===== src/rtl/hazard_stall_sequencer_pkg.sv =====
// Shared opcodes, FSM state encoding and dependency helpers for the stall sequencer.
// Pure declarations; no timing or flow-control behaviour of its own.
package hazard_stall_sequencer_pkg;

    localparam logic [5:0] OP_RTYPE = 6'b000000;
    localparam logic [5:0] OP_SW    = 6'b101011;
    localparam logic [5:0] OP_BEQ   = 6'b000100;

    typedef enum logic [1:0] {
        ST_RUN      = 2'd0,
        ST_STALL    = 2'd1,
        ST_MEM_WAIT = 2'd2
    } state_t;

    // rt is a source operand only for R-type, sw and beq; elsewhere it is a destination.
    function automatic logic rt_is_source(input logic [5:0] op);
        return (op == OP_RTYPE) || (op == OP_SW) || (op == OP_BEQ);
    endfunction

    function automatic logic depends_on(input logic [4:0] r, input logic [5:0] op,
                                        input logic [4:0] rs, input logic [4:0] rt);
        return (r != 5'd0) && ((r == rs) || (rt_is_source(op) && (r == rt)));
    endfunction

endpackage


===== src/rtl/hazard_stall_sequencer_hazard_compare.sv =====
// Combinational hazard classifier: bubble count needed for the instruction in ID.
// Zero latency; no flow control.
module hazard_compare
    import hazard_stall_sequencer_pkg::*;
(
    input  logic [5:0] IFID_op,
    input  logic [4:0] IFID_Rs,
    input  logic [4:0] IFID_Rt,
    input  logic       IDEX_MemRead,
    input  logic       IDEX_RegWrite,
    input  logic [4:0] IDEX_WriteReg,
    input  logic       EXMEM_MemRead,
    input  logic [4:0] EXMEM_WriteReg,
    output logic [1:0] bubbles
);

    logic is_beq;
    logic dep_ex;
    logic dep_mem;
    logic lu, ba, bl, bm;

    assign is_beq  = (IFID_op == OP_BEQ);
    assign dep_ex  = depends_on(IDEX_WriteReg, IFID_op, IFID_Rs, IFID_Rt);
    assign dep_mem = depends_on(EXMEM_WriteReg, IFID_op, IFID_Rs, IFID_Rt);

    assign lu = IDEX_MemRead & dep_ex;
    assign ba = is_beq & IDEX_RegWrite & ~IDEX_MemRead & dep_ex;
    assign bl = is_beq & IDEX_MemRead & dep_ex;
    assign bm = is_beq & EXMEM_MemRead & dep_mem;

    // Branch resolves in ID, so a load feeding it needs a second bubble.
    always_comb begin
        bubbles = 2'd0;
        if (lu | ba | bm)
            bubbles = 2'd1;
        if (bl)
            bubbles = 2'd2;
    end

endmodule


===== src/rtl/hazard_stall_sequencer.sv =====
// Stall sequencer for the 5-stage core: load-use / branch bubbles and data-memory wait freeze.
// Mealy outputs (same cycle); Mem_Ready low freezes the back pipeline up to MEM_TIMEOUT cycles.
module hazard_stall_sequencer
    import hazard_stall_sequencer_pkg::*;
#(
    parameter int MEM_TIMEOUT = 16,
    parameter int CNT_W       = 16
) (
    input  logic             clk,
    input  logic             rst,
    input  logic [5:0]       IFID_op,
    input  logic [4:0]       IFID_Rs,
    input  logic [4:0]       IFID_Rt,
    input  logic             IDEX_MemRead,
    input  logic             IDEX_RegWrite,
    input  logic [4:0]       IDEX_WriteReg,
    input  logic             EXMEM_MemRead,
    input  logic             EXMEM_MemAccess,
    input  logic [4:0]       EXMEM_WriteReg,
    input  logic             Mem_Ready,
    input  logic             perf_clear,
    output logic             PC_Write,
    output logic             IFID_Write,
    output logic             Control_Write,
    output logic             Pipe_Freeze,
    output logic             mem_error,
    output logic [CNT_W-1:0] stall_count
);

    localparam int             TW       = (MEM_TIMEOUT > 2) ? $clog2(MEM_TIMEOUT) : 1;
    localparam logic [TW-1:0]  TMO_LAST = TW'(MEM_TIMEOUT - 1);

    state_t        state, state_nx;
    logic [1:0]    bubbles_left, bubbles_left_nx;
    logic [TW-1:0] tmo, tmo_nx;
    logic [1:0]    hazard_n;
    logic          memwait;
    logic          err_set;
    logic          pc_w, ctl_w, frz;

    hazard_compare u_cmp (
        .IFID_op        (IFID_op),
        .IFID_Rs        (IFID_Rs),
        .IFID_Rt        (IFID_Rt),
        .IDEX_MemRead   (IDEX_MemRead),
        .IDEX_RegWrite  (IDEX_RegWrite),
        .IDEX_WriteReg  (IDEX_WriteReg),
        .EXMEM_MemRead  (EXMEM_MemRead),
        .EXMEM_WriteReg (EXMEM_WriteReg),
        .bubbles        (hazard_n)
    );

    assign memwait = EXMEM_MemAccess & ~Mem_Ready;

    always_comb begin
        state_nx        = state;
        bubbles_left_nx = bubbles_left;
        tmo_nx          = tmo;
        err_set         = 1'b0;
        pc_w            = 1'b1;
        ctl_w           = 1'b1;
        frz             = 1'b0;
        case (state)
            ST_RUN: begin
                if (memwait) begin
                    state_nx = ST_MEM_WAIT;
                    tmo_nx   = TW'(1);
                    pc_w     = 1'b0;
                    frz      = 1'b1;
                end else if (hazard_n != 2'd0) begin
                    pc_w  = 1'b0;
                    ctl_w = 1'b0;
                    if (hazard_n == 2'd2) begin
                        bubbles_left_nx = 2'd1;
                        state_nx        = ST_STALL;
                    end
                end
            end
            ST_STALL: begin
                if (memwait) begin
                    state_nx = ST_MEM_WAIT;
                    tmo_nx   = TW'(1);
                    pc_w     = 1'b0;
                    frz      = 1'b1;
                end else begin
                    pc_w  = 1'b0;
                    ctl_w = 1'b0;
                    if (bubbles_left != 2'd0)
                        bubbles_left_nx = bubbles_left - 2'd1;
                    if (bubbles_left <= 2'd1)
                        state_nx = ST_RUN;
                end
            end
            ST_MEM_WAIT: begin
                if (Mem_Ready) begin
                    // Freeze drops this cycle; any bubble owed from before the wait is paid now.
                    tmo_nx = '0;
                    if (bubbles_left != 2'd0) begin
                        pc_w            = 1'b0;
                        ctl_w           = 1'b0;
                        bubbles_left_nx = bubbles_left - 2'd1;
                    end
                    state_nx = (bubbles_left > 2'd1) ? ST_STALL : ST_RUN;
                end else if (tmo == TMO_LAST) begin
                    err_set         = 1'b1;
                    pc_w            = 1'b0;
                    frz             = 1'b1;
                    state_nx        = ST_RUN;
                    bubbles_left_nx = 2'd0;
                    tmo_nx          = '0;
                end else begin
                    tmo_nx = tmo + TW'(1);
                    pc_w   = 1'b0;
                    frz    = 1'b1;
                end
            end
            default: state_nx = ST_RUN;
        endcase
    end

    assign PC_Write      = ~rst & pc_w;
    assign IFID_Write    = ~rst & pc_w;
    assign Control_Write = ~rst & ctl_w;
    assign Pipe_Freeze   = rst | frz;

    always_ff @(posedge clk or posedge rst) begin
        if (rst) begin
            state        <= ST_RUN;
            bubbles_left <= 2'd0;
            tmo          <= '0;
            mem_error    <= 1'b0;
            stall_count  <= '0;
        end else begin
            state        <= state_nx;
            bubbles_left <= bubbles_left_nx;
            tmo          <= tmo_nx;
            if (err_set)
                mem_error <= 1'b1;
            if (perf_clear)
                stall_count <= '0;
            else if (!pc_w && (stall_count != {CNT_W{1'b1}}))
                stall_count <= stall_count + CNT_W'(1);
        end
    end

endmodule


===== config.mk =====
export PLATFORM = sky130hd
export DESIGN_NAME = hazard_stall_sequencer
export DESIGN_NICKNAME = d
export VERILOG_FILES = /design/src/rtl/hazard_stall_sequencer_pkg.sv /design/src/rtl/hazard_stall_sequencer_hazard_compare.sv /design/src/rtl/hazard_stall_sequencer.sv
export SDC_FILE = /design/constraint.sdc
export NUM_CORES = 1
export LEC_CHECK = 0
export ABC_AREA = 1
export CORE_ASPECT_RATIO = 1.75
export CORE_MARGIN = 10
export CORE_UTILIZATION = 45
export CTS_CLUSTER_SIZE = 14
export DETAILED_ROUTE_END_ITERATION = 16
export GPL_ROUTABILITY_DRIVEN = 0
export GPL_TIMING_DRIVEN = 0
export PLACE_DENSITY = 0.83
export SLEW_MARGIN = 20
export SYNTH_ARGS = -nofsm -noshare
export SYNTH_HDL_FRONTEND = slang
export SYNTH_SLANG_ARGS = --single-unit

===== constraint.sdc =====
create_clock -name clk -period 1.6 [get_ports clk]
set_clock_uncertainty 0.05 [all_clocks]
set_input_delay 0.32 -clock clk [delete_from_list [all_inputs] [get_ports clk]]
set_output_delay 0.32 -clock clk [all_outputs]
set_load 0.1 [all_outputs]

# Yosys cells after proc, flatten, opt, wreduce, memory -nomap -nowiden
# Index checks and enable logic that the tools add are counted.
# word_totals
elab_cells	106
in_bits	34
reg_bits	25
out_inout_bits	21
# op_classes
bitwise	17
reduce_logical	23
muxes	36
eq_ne	20
magnitude_cmp	2
addsub	3
# ops
op	count
$mux W16	2
$mux W2	12
$eq A5 B5 Y1	4
$add A16 B1 Y16 const B	1
$ne A16 B16 Y1 const B	1
$mux W1	13
$mux W4	3
$ne A3 B3 Y1 const B	4
$pmux W2 S3	2
$and A1 B1 Y1	11
$reduce_bool A5 Y1	2
$ne A2 B2 Y1 const B	4
$pmux W4 S2	1
$reduce_bool A2 Y1	4
$eq A6 B3 Y1 const B	1
$eq A6 B6 Y1 const B	1
$logic_not A6 Y1	1
$pmux W1 S3	2
$reduce_and A6 Y1	1
$logic_and A1 B1 Y1	5
$add A4 B1 Y4 const B	1
$eq A2 B2 Y1 const B	2
$eq A4 B4 Y1 const B	1
$logic_or A1 B1 Y1	4
other kinds (14)	18

# Depth between registers and ports, before layout
# Gate-level depths: netlist (run 1).
# logic_depth
ltp_word	19
ltp_mapped	13

# By module
# A second synthesis (run 1) with hierarchy kept.
# unflattened
hier_cells	347
hier_area_um2	2198.4
# modules_own_cells
module	area_each_um2	seq_area_each_um2	instances	cells_each
hazard_stall_sequencer	1742.9	625.6	1	261
hazard_compare	455.4	0.0	1	86

# Worst setup path before layout (run 1)
# Ideal clock, no wire load.
# synth_timing
path_kind	flip-flop to output port
from	reg state[0]
to	out Pipe_Freeze
required_ns	1.230
arrival_ns	3.196
setup_slack_ns	-1.966
stages_incl_launch_ff	7
cell_sequence	dfrtp_1 inv_1 ha_1 inv_1 a21oi_1 nor2_1 o21ai_0
# synth_via
elab_chain_cells	4
word_cells_on_any_way	6
classes_between	eq/ne (2); mux (1); bitwise (1); reduce/logical (2)
# synth_rtl
item	line_no	source
start: declaration	hazard_stall_sequencer.sv:33	state_t state, state_nx;
start signal: assignment	hazard_stall_sequencer.sv:134	state <= state_nx;
$eq A2 B1 Y1 or $logic_not A2 Y1 (tied branches)	hazard_stall_sequencer.sv:63	case (state)
$reduce_or A2 Y1 (no line)	n/a	
$pmux W1 S2 *	hazard_stall_sequencer.sv:63	
$or A1 B1 Y1 *	hazard_stall_sequencer.sv:124	assign Pipe_Freeze = rst | frz;
end: declaration	hazard_stall_sequencer.sv:25	output logic Pipe_Freeze,
# Every way passes the cells marked *; elsewhere a longest branch is shown, timed or not.

# Worst setup path in the final report (run 1)
# layout_timing
from	reg state[0]
to	out Control_Write
# layout_via
elab_chain_cells	3
word_cells_on_any_way	5
classes_between	eq/ne (2); mux (1); bitwise (1); reduce/logical (1)
# layout_rtl
item	line_no	source
$eq A2 B2 Y1, or another cell as far along	hazard_stall_sequencer.sv:63	
$pmux W1 S3 *	hazard_stall_sequencer.sv:63	
$and A1 B1 Y1 *	hazard_stall_sequencer.sv:123	assign Control_Write = ~rst & ctl_w;
end: declaration	hazard_stall_sequencer.sv:24	output logic Control_Write,
# Marked as above.

==> reports/results.txt, run 1 <==
average routed wire per standard cell: 17.2 µm
type of origin of the critical path: register
leakage: 0.00165 µW
outcome: complete, but fails checks
Final Hold Viols: 0
final setup violation count: 28
Std-Cell Core Area: 4620 µm²
total CTS buffers: 3
top-level port count: 55
clock sink count: 25
root buffer cell: sky130_fd_sc_hd__clkbuf_8
port buffer count: 53
Die H: 111 µm
sequential element share of the synthesized area: 29.3%
Ant. Diodes: 0
Detailed Route WL: 8.32 mm
final-stage net count: 474
maximum count of clock buffers along a single path: 2
achievable clock frequency: 473 MHz
final critical-path required period: 2.11 ns
capturing element type of the critical path: output port
hold buffers post-CTS: 0
Clock transition at path regs: 0.10 ns
CP Max Fanout: 5
antenna violations before repair: 0
Arr. time, crit path: 1.74 ns
worst setup path category: reg -> out
leading cell type in the layout, fill and taps excluded: sky130_fd_sc_hd__nand2_1
number of warnings printed during yosys synthesis: 0
total routing usage reported by global routing: 19.7%
largest net degree at the start of global routing: 14
clock tree from TritonCTS: yes
most frequent cells in the layout: 75 x sky130_fd_sc_hd__nand2_1, 35 x sky130_fd_sc_hd__nor2_1, 34 x sky130_fd_sc_hd__buf_4, 30 x sky130_fd_sc_hd__inv_1, 29 x sky130_fd_sc_hd__nand3_1
die area: 8000 µm²
worst voltage drop across the vdd grid: 1.53 mV
Remaining Overflow, GRT: 0
number of remaining DRC errors: 0
mean post-synth cell area: 6.35 µm²
count of flip-flops with a built-in enable after synthesis: 0
number of vias in the routed layout: 2709
DRT iter0 DRCs: 248
distinct cell type count of the synthesized netlist: 30
iteration count of the initial detailed-routing pass: 4
worst slew slack as a fraction of its limit: 54.7%
starting density of the core: 46.1%
setup TNS: -7.85 ns
Post-Synthesis Cell Area: 2130 µm²
power per unit of standard cell area: 1390 nW/µm²
unrepaired setup endpoints after global routing: yes
number of nets with antenna violations after detailed routing: 0
total nets after synthesis: 377
placement row count: 33
instance area after placement: 2950 µm²
proportion of register bits with asynchronous set or reset after synthesis: 100%
Pins Over Slew Limit: 0
horizontal die dimension: 72.0 µm
transition time at the pin with the least slew margin: 0.680 ns
register bit count reported by yosys: 25
clock latency on the worst-skew pair: 0.28 ns
total power of the final layout: 4750 µW
placed wire-length estimate: 5.34 mm
first-pass GRT wire length: 13.0 mm
HP Class: reg -> reg
Critical Path RT: 1.23 ns
minimum hold slack: 0.411 ns
layout cells sized above 1: 44.9%
setup slack of the critical path after layout: -0.514 ns
via/cell ratio: 5.60
failing checks: negative setup slack
number of max-cap violations: 0
post-route cell area: 3430 µm²
# H-tree levels: 1
synthesis-to-layout area growth: 60.6%
via count of the first global-routing pass: 2873
commonest register cell after synthesis: sky130_fd_sc_hd__dfrtp_1
crit share post-route: 132%
Post-Synthesis Cells: 336
## through the flow
stage / util (%) / cells / worst slack, ns
final: 74.1 / 484 / -0.514
after detailed placement: 63.9 / 441 / -1.76
after CTS: 73.1 / 476 / -0.458
after global routing: 74.1 / 484 / -0.550
after global placement: 63.9 / 441 / -1.75
after floorplan: - / 336 / -0.506
## path summary, 6_finish.rpt
kind	start	endpoint	slack [ns]	depth (start not counted)
max in group asynchronous	rst	stall_count[1]$_DFFE_PP0P_	0.44	2
worst min-delay path	mem_error$_DFFE_PP0P_	mem_error$_DFFE_PP0P_	0.41	1
min in group asynchronous	rst	bubbles_left[1]$_DFFE_PP0P_	0.66	2
worst min register to register	mem_error$_DFFE_PP0P_	mem_error$_DFFE_PP0P_	0.41	1
worst max-delay path	state[0]$_DFFE_PP0P_	Control_Write	-0.51	7
worst max register to register	state[0]$_DFFE_PP0P_	stall_count[15]$_DFFE_PP0P_	-0.36	12
## synth_stat cells, drive strengths merged, types with 2 or more instances
library cell / count / area share [%]
clkbuf: 3 / 0.53
o21ai: 10 / 2.5
ha: 7 / 4.1
nand3: 40 / 10
buf: 4 / 1.5
nor3: 11 / 2.8
nor2: 45 / 7.9
a31oi: 3 / 0.88
a211oi: 2 / 0.70
a21oi: 10 / 2.3
nand4: 4 / 1.5
nor4: 2 / 0.59
nand2: 99 / 18
inv: 49 / 8.6
dfrtp: 25 / 29
xor2: 11 / 4.5
xnor2: 7 / 2.9
## where the power goes
group	leakage (µW)	total (µW)	switching (µW)	internal [µW]
logic	0.00132	3460	1910	1550
clock network	0.0000228	395	217	179
registers	0.000311	897	140	758
## cell families (layout without fill, tap and decap cells)
group / Yosys count / count (layout) / share of synthesized area [%]
AO/OA/AOI/OAI: 28 / 29 / 7.57
XOR/XNOR: 18 / 18 / 7.39
adder cells (fa/ha/maj): 7 / 7 / 4.11
buffers and inverters: 57 / 152 / 10.9
flip-flops: 25 / 25 / 29.3
AND/OR/NAND/NOR: 201 / 201 / 40.8
## state kept, by name (all words and copies together) (netlist names)
register and flops:
stall_count 16, tmo 4, bubbles_left 2, state 2
mem_error 1
## critical path, cell delays in order, from the launching register on
cell and delay, ns:
sky130_fd_sc_hd__dfrtp_2 0.48, sky130_fd_sc_hd__inv_4 0.10, sky130_fd_sc_hd__ha_4 0.18, sky130_fd_sc_hd__inv_4 0.04
sky130_fd_sc_hd__a21oi_4 0.17, sky130_fd_sc_hd__nor2_4 0.07, sky130_fd_sc_hd__a31oi_4 0.21, sky130_fd_sc_hd__buf_12 0.20
## routing by layer
metal	share of wire, %	up-vias	global-route usage (%)
li1	-	1266	-
met1	32	1242	16.5
met2	55	155	37.9
met3	7.8	46	5.20
met4	5.2	0	11.9
met5	0	-	0
## area by class of cell
| cell class | count | area (µm²) |
|---|---|---|
| repair buffers | 91 | 762 |
| inverters | 50 | 201 |
| clock buffers | 4 | 45.0 |
| fillers | 345 | 1200 |
| multi-input cells | 255 | 1620 |
| well taps | 52 | 65.1 |
| repair inverters | 1 | 5.00 |
| flip-flops and latches | 25 | 661 |
| plain buffers | 6 | 66.3 |
## repair_timing
item                                    4_1_cts  5_1_grt
pin swaps                                    36       36
cloned                                        4        0
endpoints found under the setup margin       60       28
resized for setup                           231       56
setup buffers                                28       11
No activity file was read; power rests on OpenSTA's default activity.
==> run 2, diff against run 1 <==
--- a/config.mk
+++ b/config.mk
@@ -7,11 +7,10 @@
 export LEC_CHECK = 0
 export ABC_AREA = 1
 export CORE_ASPECT_RATIO = 1.75
-export CORE_MARGIN = 10
+export CORE_MARGIN = 3
 export CORE_UTILIZATION = 45
 export CTS_CLUSTER_SIZE = 14
 export DETAILED_ROUTE_END_ITERATION = 16
-export GPL_ROUTABILITY_DRIVEN = 0
 export GPL_TIMING_DRIVEN = 0
 export PLACE_DENSITY = 0.83
 export SLEW_MARGIN = 20
==> reports/results.txt, run 2 (same netlist as run 1, synthesis figures left out) <==
average routed wire per standard cell: 15.1 µm (-12%)
Clock transition at path regs: 0.09 ns (about the same)
minimum hold slack: 0.416 ns (+0.00458 ns)
total CTS buffers: 3 (unchanged)
maximum count of clock buffers along a single path: 2 (unchanged)
Arr. time, crit path: 1.69 ns (-0.05 ns)
number of remaining DRC errors: 0 (unchanged)
placed wire-length estimate: 5.09 mm (-4.6%)
worst slew slack as a fraction of its limit: 55.4% (+0.76 points)
total power of the final layout: 4300 µW (-9.6%)
via count of the first global-routing pass: 2656 (-7.6%)
part of the total power dissipated in sequential elements: 20.6% (+1.7 points)
most frequent cells in the layout: 82 x sky130_fd_sc_hd__nand2_1, 36 x sky130_fd_sc_hd__nor2_1, 34 x sky130_fd_sc_hd__nand3_1, 32 x sky130_fd_sc_hd__inv_1, 23 x sky130_fd_sc_hd__buf_4
count of cell instances traversed by the critical path: 6 (-1)
combined buffer and inverter count along the critical path: 3 (unchanged)
setup slack of the critical path after layout: -0.465 ns (+0.0493 ns)
unrepaired setup endpoints after global routing: yes
root buffer cell: sky130_fd_sc_hd__clkbuf_8
flip-flop count of the largest register, all copies and words added: 16 (unchanged)
Hold Path Stages: 1 (unchanged)
clock sink count: 25 (unchanged)
leakage: 0.00159 µW (-3.8%)
horizontal die dimension: 58.0 µm (-19%)
number of max-cap violations: 0 (unchanged)
Cell Int Power: 2210 µW (-11%)
clock network fraction of total power: 9.1% (+0.8 points)
capturing element type of the critical path: output port
outcome: complete, but fails checks
leading cell type in the layout, fill and taps excluded: sky130_fd_sc_hd__nand2_1
most frequent cell on the critical path: sky130_fd_sc_hd__buf_12
layout cells sized above 1: 38.4% (-6.5 points)
worst setup path category: reg -> out
synthesis-to-layout area growth: 53.7%
count of cells along the worst register-to-register path: 8 (-4)
number of vias in the routed layout: 2566 (-5.3%)
starting density of the core: 47.6% (+1.4 points)
crit share post-route: 129% (-3.1 points)
worst voltage drop across the vdd grid: 1.81 mV (+18%)
CP peak stage delay: 0.47 ns (about the same)
combinational share of power: 70.3% (-2.5 points)
final-stage net count: 464 (-2.1%)
biggest registers after layout: stall_count: 16 flops, tmo: 4 flops
worst reg2reg setup slack: -0.20 ns (+0.16 ns)
first-pass GRT wire length: 11.3 mm (-13%)
largest net degree at the start of global routing: 14 (unchanged)
Pins Over Slew Limit: 0 (unchanged)
Final Hold Viols: 0 (unchanged)
Ant. Diodes: 0 (unchanged)
placement row count: 32 (-3.0%)
Std-Cell Core Area: 4480 µm² (-3.0%)
# H-tree levels: 1 (unchanged)
utilization after layout: 73.1% (-0.98 points)
Remaining Overflow, GRT: 0 (unchanged)
Crit-path slowest cell: sky130_fd_sc_hd__dfrtp_2
power per unit of standard cell area: 1310 nW/µm² (-5.5%)
transition time at the pin with the least slew margin: 0.665 ns (-0.0151 ns)
most flop-heavy register: stall_count
HP Class: reg -> reg
port buffer count: 53 (unchanged)
antenna violations before repair: 0 (unchanged)
CP Max Fanout: 4 (-1)
total routing usage reported by global routing: 25.6% (+5.9 points)
failing checks: negative setup slack
global-route layer with the greatest usage: met2
final setup violation count: 23 (-18%)
top-level port count: 55 (unchanged)
DRT iter0 DRCs: 124 (-50%)
met1 capacity usage during global routing: 21.5% (+5.0 points)
met2 usage: 50.2% (+12 points)
clock latency on the worst-skew pair: 0.28 ns (about the same)
achievable clock frequency: 484 MHz (+2.4%)
Die H: 97.1 µm (-13%)
power dissipated by switching net loads: 2090 µW (-7.7%)
hold buffers post-CTS: 0 (unchanged)
Critical Path RT: 1.23 ns (about the same)
setup TNS: -4.55 ns (+3.30 ns)
number of nets with antenna violations after detailed routing: 0 (unchanged)
family of cells with the greatest summed delay on the critical path: flip-flops
type of origin of the critical path: register
via/cell ratio: 5.42 (-3.1%)
final critical-path required period: 2.06 ns (-0.0493 ns)
die area: 5640 µm² (-30%)
Detailed Route WL: 7.14 mm (-14%)
gp weighted congestion: 0.949
cells along the critical path: inv_4 > ha_4 > nand4_4 > a21oi_4 > buf_12 > buf_12
Net Sw Frac: 48.6% (+0.99 points)
iteration count of the initial detailed-routing pass: 4 (unchanged)
clock tree from TritonCTS: yes
routing usage on met3: 3.32% (-1.9 points)
==> run 2: changes by cell type in the layout (fill, tap and decap cells not counted), sizes merged <==
cell,delta
a31o,-1
buf,-16
clkbuf,+2
clkdlybuf4s15,+4
dlygate4sd2,+1
==> run 2: metrics by stage <==
stage	instance area, µm²	setup WS, ns	std cells
final	3280	-0.465	473
after global routing	3280	-0.513	473
after CTS	3240	-0.469	466
after detailed placement	2950	-1.72	440
after global placement	2950	-1.72	440
after floorplan	2360	-0.506	336
==> run 2: repair_timing <==
action	4_1_cts	5_1_grt
endpoints found under the setup margin	51	28
gates cloned	3	0
pin swaps	25	24
resized for setup	212	44
setup buffers	20	8
==> run 2: path summary, 6_finish.rpt <==
check | startpoint | end
worst max register to register | state[1]$_DFFE_PP0P_ | stall_count[12]$_DFFE_PP0P_
min in group asynchronous | rst | stall_count[15]$_DFFE_PP0P_
worst min register to register | mem_error$_DFFE_PP0P_ | mem_error$_DFFE_PP0P_
worst min-delay path | mem_error$_DFFE_PP0P_ | mem_error$_DFFE_PP0P_
max in group asynchronous | rst | stall_count[3]$_DFFE_PP0P_
worst max-delay path | state[1]$_DFFE_PP0P_ | PC_Write
==> run 2: power by group through the flow <==
stage	clock, µW	sequential, µW	combinational, µW
floorplan	0	1130	1420
global placement	0	921	2090
detailed placement	0	924	2130
CTS	381	887	2720
global route	414	899	3180
finish	392	885	3020
==> run 2: cell type report <==
type	count	area (µm²)
repair buffers	82	673
fillers	344	1200
multi-input cells	254	1570
clock buffers	4	45.0
plain buffers	6	62.6
inverters	50	201
flip-flops and latches	25	661
well taps	51	63.8
repair inverters	1	5.00
==> run 2: routing by layer <==
| metal | routed length (µm) | part of all wire (%) |
|---|---|---|
| met1 | 2270 | 32 |
| met3 | 320 | 4.5 |
| met4 | 495 | 6.9 |
| met2 | 4060 | 57 |
| met5 | 0 | 0 |
==> run 2: worst register-to-register path, cell delays in order (launching register included) <==
cell and delay, ns:
sky130_fd_sc_hd__dfrtp_2 0.47, sky130_fd_sc_hd__ha_1 0.27, sky130_fd_sc_hd__a31oi_4 0.20, sky130_fd_sc_hd__buf_4 0.16, sky130_fd_sc_hd__nand3_4 0.14, sky130_fd_sc_hd__buf_6 0.16
sky130_fd_sc_hd__buf_6 0.12, sky130_fd_sc_hd__nand3_1 0.07, sky130_fd_sc_hd__nand2_1 0.06
